<file path="src/rtl/text_pixel_pipeline.sv">
// Text-mode pixel generator: VRAM character fetch, font lookup, palette colour, blinking cursor.
// Latency VRAM_LAT+2 cycles, syncs delay-matched; one pixel per cycle, no stalls or backpressure.
module text_pixel_pipeline #(
  parameter int COLS         = 80,
  parameter int ROWS         = 30,
  parameter int GLYPH_H      = 16,
  parameter int VRAM_LAT     = 2,
  parameter int BLINK_FRAMES = 30
) (
  input  logic                               pixel_clk,
  input  logic                               reset,
  input  logic [9:0]                         draw_x,
  input  logic [9:0]                         draw_y,
  input  logic                               hsync_i,
  input  logic                               vsync_i,
  input  logic                               vde_i,
  output logic [$clog2(COLS*ROWS/2)-1:0]     vram_addr,
  input  logic [31:0]                        vram_rdata,
  input  logic [16*12-1:0]                   palette,
  input  logic                               cursor_en,
  input  logic [6:0]                         cursor_col,
  input  logic [4:0]                         cursor_row,
  output logic [3:0]                         red,
  output logic [3:0]                         green,
  output logic [3:0]                         blue,
  output logic                               hsync_o,
  output logic                               vsync_o,
  output logic                               vde_o
);
  localparam int AW    = $clog2(COLS * ROWS / 2);
  localparam int CELLW = AW + 1;
  localparam int LW    = (GLYPH_H > 1) ? $clog2(GLYPH_H) : 1;
  localparam int L     = VRAM_LAT + 2;
  localparam int SW    = LW + 6;
  localparam int CW    = (BLINK_FRAMES > 1) ? $clog2(BLINK_FRAMES) : 1;

  typedef enum logic {PHASE_OFF, PHASE_ON} phase_t;

  logic [6:0]       col_s0;
  logic [9:0]       row_s0;
  logic [LW-1:0]    line_s0;
  logic [CELLW-1:0] cell_s0;
  logic             in_region_s0;
  logic             hit_s0;
  logic [SW-1:0]    side_s0;

  always_comb begin
    col_s0       = draw_x[9:3];
    row_s0       = draw_y / 10'(GLYPH_H);
    line_s0      = LW'(draw_y % 10'(GLYPH_H));
    cell_s0      = CELLW'(int'(row_s0) * COLS + int'(col_s0));
    in_region_s0 = (int'(draw_x) < COLS * 8) && (int'(draw_y) < ROWS * GLYPH_H);
    hit_s0       = cursor_en && (col_s0 == cursor_col) && (row_s0 == 10'(cursor_row));
    vram_addr    = in_region_s0 ? cell_s0[CELLW-1:1] : '0;
    // The visible flag folds vde and region so stage B needs a single gate.
    side_s0      = {vde_i & in_region_s0, hit_s0, cell_s0[0], draw_x[2:0], line_s0};
  end

  logic [SW-1:0] side_q [VRAM_LAT];
  logic [L-1:0]  hs_q, vs_q, de_q;

  always_ff @(posedge pixel_clk) begin
    if (reset) begin
      for (int i = 0; i < VRAM_LAT; i++) side_q[i] <= '0;
      hs_q <= '1;
      vs_q <= '1;
      de_q <= '0;
    end else begin
      side_q[0] <= side_s0;
      for (int i = 1; i < VRAM_LAT; i++) side_q[i] <= side_q[i-1];
      hs_q <= {hs_q[L-2:0], hsync_i};
      vs_q <= {vs_q[L-2:0], vsync_i};
      de_q <= {de_q[L-2:0], vde_i};
    end
  end

  assign hsync_o = hs_q[L-1];
  assign vsync_o = vs_q[L-1];
  assign vde_o   = de_q[L-1];

  logic          ok_a, hit_a, half_a;
  logic [2:0]    xo_a;
  logic [LW-1:0] line_a;
  logic [15:0]   chr_d;
  logic [7:0]    font_d;

  assign {ok_a, hit_a, half_a, xo_a, line_a} = side_q[VRAM_LAT-1];
  assign chr_d = half_a ? vram_rdata[31:16] : vram_rdata[15:0];

  font_rom #(.GLYPH_H(GLYPH_H), .LW(LW)) u_font_rom (
    .addr_i ({chr_d[14:8], line_a}),
    .data_o (font_d)
  );

  logic [7:0] font_q;
  logic [3:0] fg_q, bg_q;
  logic [2:0] xo_q;
  logic       inv_q, hit_q, ok_q;

  always_ff @(posedge pixel_clk) begin
    if (reset) begin
      font_q <= '0;
      inv_q  <= 1'b0;
      fg_q   <= '0;
      bg_q   <= '0;
      xo_q   <= '0;
      hit_q  <= 1'b0;
      ok_q   <= 1'b0;
    end else begin
      font_q <= font_d;
      inv_q  <= chr_d[15];
      fg_q   <= chr_d[7:4];
      bg_q   <= chr_d[3:0];
      xo_q   <= xo_a;
      hit_q  <= hit_a;
      ok_q   <= ok_a;
    end
  end

  phase_t         phase_q, phase_d;
  logic [CW-1:0]  cnt_q, cnt_d;
  logic           vs_prev_q, vs_fall;
  logic           pix_d;
  logic [11:0]    rgb_d, rgb_q;

  always_comb begin
    pix_d = font_q[3'd7 - xo_q] ^ inv_q ^ (hit_q & (phase_q == PHASE_ON));
    rgb_d = 12'h000;
    if (ok_q) rgb_d = pix_d ? palette[12*fg_q +: 12] : palette[12*bg_q +: 12];
  end

  always_comb begin
    vs_fall = vs_prev_q & ~vsync_i;
    phase_d = phase_q;
    cnt_d   = cnt_q;
    if (vs_fall) begin
      if (cnt_q == CW'(BLINK_FRAMES - 1)) begin
        cnt_d   = '0;
        phase_d = (phase_q == PHASE_ON) ? PHASE_OFF : PHASE_ON;
      end else begin
        cnt_d = cnt_q + 1'b1;
      end
    end
  end

  always_ff @(posedge pixel_clk) begin
    if (reset) begin
      phase_q   <= PHASE_OFF;
      cnt_q     <= '0;
      vs_prev_q <= 1'b1;
      rgb_q     <= '0;
    end else begin
      phase_q   <= phase_d;
      cnt_q     <= cnt_d;
      vs_prev_q <= vsync_i;
      rgb_q     <= rgb_d;
    end
  end

  assign red   = rgb_q[11:8];
  assign green = rgb_q[7:4];
  assign blue  = rgb_q[3:0];
endmodule

// Combinational glyph ROM, addr = {code, line}: blanks at 0x00/0x20, full block at 0x7F,
// and elsewhere a code-derived bar on every line except the first and last.
module font_rom #(
  parameter int GLYPH_H = 16,
  parameter int LW      = 4
) (
  input  logic [LW+6:0] addr_i,
  output logic [7:0]    data_o
);
  logic [6:0]    code;
  logic [LW-1:0] line;

  always_comb begin
    code   = addr_i[LW+6:LW];
    line   = addr_i[LW-1:0];
    data_o = 8'h00;
    if (code == 7'h7F) begin
      data_o = 8'hFF;
    end else if (code != 7'h00 && code != 7'h20 && line != '0 && line != LW'(GLYPH_H - 1)) begin
      data_o = {code, 1'b0};
    end
  end
endmodule

</file>
<file path="config.mk">
export PLATFORM = sky130hd
export DESIGN_NAME = text_pixel_pipeline
export DESIGN_NICKNAME = d
export VERILOG_FILES = /design/src/rtl/text_pixel_pipeline.sv
export SDC_FILE = /design/constraint.sdc
export NUM_CORES = 1
export LEC_CHECK = 0
export ABC_AREA = 1
export BUFFER_PORTS_ARGS = -buffer_cell sky130_fd_sc_hd__buf_4
export CAP_MARGIN = 20
export CORE_AREA = 2 2 113 115
export DETAILED_ROUTE_END_ITERATION = 6
export DIE_AREA = 0 0 115 117
export GPL_TIMING_DRIVEN = 0
export PLACE_DENSITY = 0.82
export SYNTH_ARGS = -nofsm -noshare
export SYNTH_HDL_FRONTEND = slang
export SYNTH_SLANG_ARGS = --single-unit
</file>
<file path="constraint.sdc">
create_clock -name pixel_clk -period 5.8 [get_ports pixel_clk]
set_input_delay 1.16 -clock pixel_clk [delete_from_list [all_inputs] [get_ports pixel_clk]]
set_output_delay 1.16 -clock pixel_clk [all_outputs]
set_load 0.02 [all_outputs]
</file>
======== Yosys cells after proc, flatten, opt, wreduce, memory -nomap -nowiden ========
Memories as Yosys holds them, arrays and structs flattened.
Cells that the tools add are included.
operators by class
  $add $sub $neg .......................... 3
  equality and inequality tests ........... 6
  muxes and demuxes ....................... 14
  reductions and logical operators ........ 10
  shift operators ......................... 2
  multiply operators ...................... 3
  $lt $le $gt $ge ......................... 3
  bitwise operators ....................... 9
operators by type and width
  cell                  number
  $shiftx 192x9->12     2
  $mux 10               2
  $mux 16               1
  $mux 8                2
  $add 12x7->12         1
  $mul 2x4->6 const A   2
  $mux 12               1
  $mux 11               1
  $lt 10x10->1 const B  1
  $lt 10x9->1 const B   1
  $mul 6x3->8 const B   1
  $eq 7x7->1            1
  $eq 7x7->1 const B    1
  $ne 7x6->1 const B    1
  $reduce_bool 7->1     1
  $eq 6x5->1            1
  $logic_and 1x1->1     6
  $add 5x1->5 const B   1
  $eq 5x5->1 const B    1
  $mux 1                5
  $mux 5                1
  $lt 3x4->1 const B    1
  $ne 4x4->1 const B    1
  $reduce_bool 4->1     1
  other kinds (8)       13
word-level totals
  logic and storage cells ................. 65
  output and inout port bits .............. 26
  memories ................................ 1
  bits in writable memories ............... 20
  register bits after elaboration ......... 53
memory list
  name    words  bits a word  read ports  clocked after Yosys merged registers in  write ports  RTL line  source
  side_q  2      10           2           0                                        2            59        logic [SW-1:0] side_q [VRAM_LAT];

======== Depth between registers and ports, before layout ========
An unclocked memory read counts as a cell.
  depth in word-level cells ............... 8
  mapped depth ............................ 15
  mapped depth without buffers ............ 14

======== By module ========
Synthesis repeated with hierarchy kept, for this count alone.
unflattened totals
  cells, all modules ...................... 1021
  area total of the unflattened synthesis .. 5769.3 um^2
modules (own cells, without submodules)
  module               sequential area each (um^2)  cells an instance  instances  area each (um^2)
  text_pixel_pipeline  1441.4                       993                1          5639.2
  font_rom             0.0                          28                 1          130.1

======== Worst setup path before layout ========
OpenSTA, ideal clock, no wires.
  kind .................................... input to output
  from .................................... input draw_y[5]
  to ...................................... output vram_addr[10]
  required time ........................... 4.640 ns
  setup slack ............................. 1.667 ns
  stages on the path ...................... 8
  data arrival time ....................... 2.973 ns
  path buffers ............................ 0
  cells stage by stage .................... ha_1 ha_1 inv_1 fa_1 nor2_1 nand2_1 o21a_1 nor3_1
between the ends
  longest elaborated chain between the ends .. 3
  elaborated cells between the ends (all ways) .. 5
RTL lines
  element                                                    RTL line  source
  start: declaration                                         13        input logic [9:0] draw_y,
  $mul 6x3->8 / $lt 10x9->1 (equally long branches)          51, 52
  $add 12x7->12 / $logic_and 1x1->1 (equally long branches)  51, 52
  $mux 11 (*)                                                54        vram_addr = in_region_s0 ? cell_s0[CELLW-1:1] : '0;
  end: declaration                                           17        output logic [$clog2(COLS*ROWS/2)-1:0] vram_addr,
Mark *: on every way between the ends. The rest lies on a longest branch, timed or not.

======== Worst setup path after layout ========
Same ends and word-level chain as after synthesis.

==> flow_summary.ini <==
[global_route]
grt_pass1_vias = 6666
antenna_found_initial = 0
grt_max_degree = 14
grt_overflow_total = 0
grt_pass1_wl_um = 31040
groute.usage.overall = 0.2925

[yosys]
synth_top_area_share = 0.2509
synth-edff-count = 0
avgSynthCellArea_sq_um = 5.762
synth_cell_types = 36
ys_seq_area_frac = 0.2509
ys.flop_type = dfxtp_1
ys_ff_latch = 72
netlist_instances = 997
synth_top_cell_by_area = dfxtp_1
syn_nets = 1274
yosys_warnings = 0
netlist_top_cells_area = dfxtp_1, nand3_1, inv_1, nand2_1, nor2_1
synth_area_sq_mm = 0.005744
synthArstFlopShare = 0

[setup_path]
rr_worst_depth = 14
r2r_end = rgb_q[10]
r2r_start = xo_q[0]
crit_arrival_ns = 3.03
cp_cell_sequence = buf_4 > ha_1 > ha_1 > inv_1 > fa_1 > xnor2_1 > nand2_1 > o21a_1 > nor3_1 > buf_4
crit_family = adder cells
cp_slowest_cell = fa_1
reg2reg_setup_slack_ns = 3.42
cp_num_buf_inv = 3
crit_path_end_kind = primary output
worst-setup-path-type = primary input to primary output
crit_fanout = 6
crit_required_ns = 4.64
cpPeakStageDelay_ns = 0.40
startpoint_type = primary input

[floorplan]
start_util = 0.4666
die_y_um = 117
io_pins = 288
num_rows = 41
die_area_sq_mm = 0.01346
die_width_um = 115
core_area_sq_mm = 0.01231

[sta]
clock.fmax_mhz = 238.8
slew_viol_final = 0
rsz0062_at_grt = no
hold_violations = 0
finClkSkew_ns = 0.007760
setup_viol = 0
timing.slew.headroom = 0.6684
setup_tns_ns = 0
fin_crit_sh = 0.7220
period_needed_ns = 4.188
worstMarginPinSlew_ns = 0.4973

[cts]
post_cts_resized = 0
clk_latency_ns = 0.33
cts_max_level = 3
clk_pin_slew_ns = 0.06
cts_tree = done
cts.path.max_buffers = 2
cts_made_buffers = 9
clock-sinks = 72
post_cts_buffers = 0
root_buffer = clkbuf_16
cts_hold_buffers = 0

[cells_and_area]
drive_above_1_share = 0.2785
fin_area_sq_mm = 0.008383
area_delta_synth_final_pct = 45.94
antenna_cells = 0
fin_util = 0.6809
nets = 1572
fillers = 1185
instances_no_fill = 1450

[routing]
drc = 0
routedWlPerCell_um = 14.01
num_vias = 7112
wl_um = 20320
detail_route.first_pass.iterations = 5
drt_iter0_markers = 417
drtAntennaViolNets = 0
via_per_inst = 4.905

[placement]
dpl-instance-area_sq_mm = 0.008087
dp_hpwl_um = 16620
port-buffer-count = 287
gp_congestion = 0.9413
dp_cells = 1434

[hold_path]
hp-start = side_q[0][7]
worst_hold_path.endpoint = side_q[0][17]
hold_path_class = flip-flop to flip-flop
hold-path-cell-count = 2

[flow_run]
maxCapViolations = 0

[power]
peakVddDrop_v = 0.0002205
p_int_w = 0.001136
seqPwrFrac = 0.303
finalPower_w = 0.001715
comb_power_share = 0.379
p_leak_nw = 4.870
netSwitchingPower_w = 0.0005790
cellPowerDensity_mw_per_mm2 = 204.6
swShare = 0.3376
clkPwrFrac = 0.318

[outcome]
status = finished, final reports clean
[flip-flops by register name, indices dropped and copies added, names as in the netlist, 5 cells and up]
| register | count |
|---|---|
| side_q | 20 |
| font_q | 8 |
| rgb_q | 12 |
| cnt_q | 5 |
[worst reg2reg max path: stages, from the launching register on]
cell and delay [ns]:
dfxtp_1 0.41, inv_2 0.08, nand2_1 0.07, nand3_1 0.07, nand3_2 0.12, nand2_2 0.08
nand2_4 0.09, nand3_2 0.25, nand2_2 0.31, buf_2 0.26, nand2_1 0.07, nand3_1 0.11
nand3_1 0.13, nand3_1 0.13, a21oi_1 0.06
[power by group through the flow]
stage	registers, W	clock network [W]	logic (W)
after global placement	0.000530	0	0.000634
after global routing	0.000522	0.000572	0.000720
final	0.000520	0.000545	0.000649
after floorplan	0.000530	0	0.000380
after CTS	0.000520	0.000550	0.000645
after detailed placement	0.000531	0	0.000640
[worst max path at each step]
stage                         start             to  slack (ns)  cells past startpoint
final                     draw_y[5]  vram_addr[10]        1.61                     10
after global routing      draw_y[5]  vram_addr[10]        1.45                     10
after CTS                 draw_y[5]  vram_addr[10]        1.61                     10
after detailed placement  draw_y[5]  vram_addr[10]        1.61                     10
after global placement    draw_y[5]  vram_addr[10]        1.62                     10
after floorplan           draw_y[5]  vram_addr[10]        1.67                      8
[synth_stat cells (3+ instances only)]
master and instances:
nor3_1 5, nor2_1 71, xor2_1 7, nand2_1 178, o21ai_0 17, nand2_4 3, nand3_1 239, inv_1 265
a221oi_1 3, buf_4 4, inv_2 3, a21oi_1 17, nor3b_1 5, dfxtp_1 72, nand3_2 3, nand4_1 6
xnor2_1 5, clkbuf_1 17, nand2_2 4, o31ai_1 3, buf_2 25, or2_2 13, ha_1 13
[cells in the final DEF, fill, tap and decap left out, types with 4 or more instances in the layout]
master / netlist / routed
buf_2: 25 / 25
nor2_1: 71 / 71
buf_4: 4 / 291
nand4_1: 6 / 6
dfxtp_1: 72 / 72
clkbuf_1: 17 / 18
ha_1: 13 / 13
nand3_1: 239 / 239
nand2_2: 4 / 4
clkbuf_16: 0 / 9
nor3_1: 5 / 5
xnor2_1: 5 / 5
nand2_1: 178 / 178
or2_2: 13 / 13
a21oi_1: 17 / 17
nor3b_1: 5 / 5
xor2_1: 7 / 7
inv_1: 265 / 265
o21ai_0: 17 / 17
[cell type report]
type,count,area (sq um),area share
Inverter,268,1006,0.1200
Buffer,49,245.2,0.02925
Sequential cell,72,1441,0.1719
Timing Repair Buffer,287,2155,0.2570
Tap cell,150,187.7,0.02239
Clock inverter,6,67.56,0.008060
Multi-Input combinational cell,608,3052,0.3640
Clock buffer,10,229.0,0.02731
[cell families (layout without fill, tap and decap cells)]
logic type      after synthesis  in the layout  synth area share
xor+xnor                     12             12           0.01830
mux                           1              1          0.001743
fa+ha+maj                    15             15           0.03529
compound gates               50             50           0.05271
buf+inv                     317            620            0.2178
simple gates                530            530            0.4232
flops                        72             72            0.2509
[metal layers]
metal / global-route usage / share of wire / vias to the layer above
met1: 0.3182 / 0.38 / 3108
met2: 0.5349 / 0.49 / 314
met3: 0.07621 / 0.092 / 60
met5: 0 / 0 / -
met4: 0.1317 / 0.044 / 0
li1: - / - / 3630
[through the flow]
| step | hold slack, ns | setup WS [ns] |
|---|---|---|
| finish | 0.4028 | 1.612 |
| CTS | 0.4026 | 1.610 |
| floorplan | 0.3883 | 1.667 |
| detailed placement | 0.3924 | 1.608 |
| global placement | 0.3894 | 1.617 |
| global route | 0.4129 | 1.453 |
No activity file was read; power rests on OpenSTA's default activity.
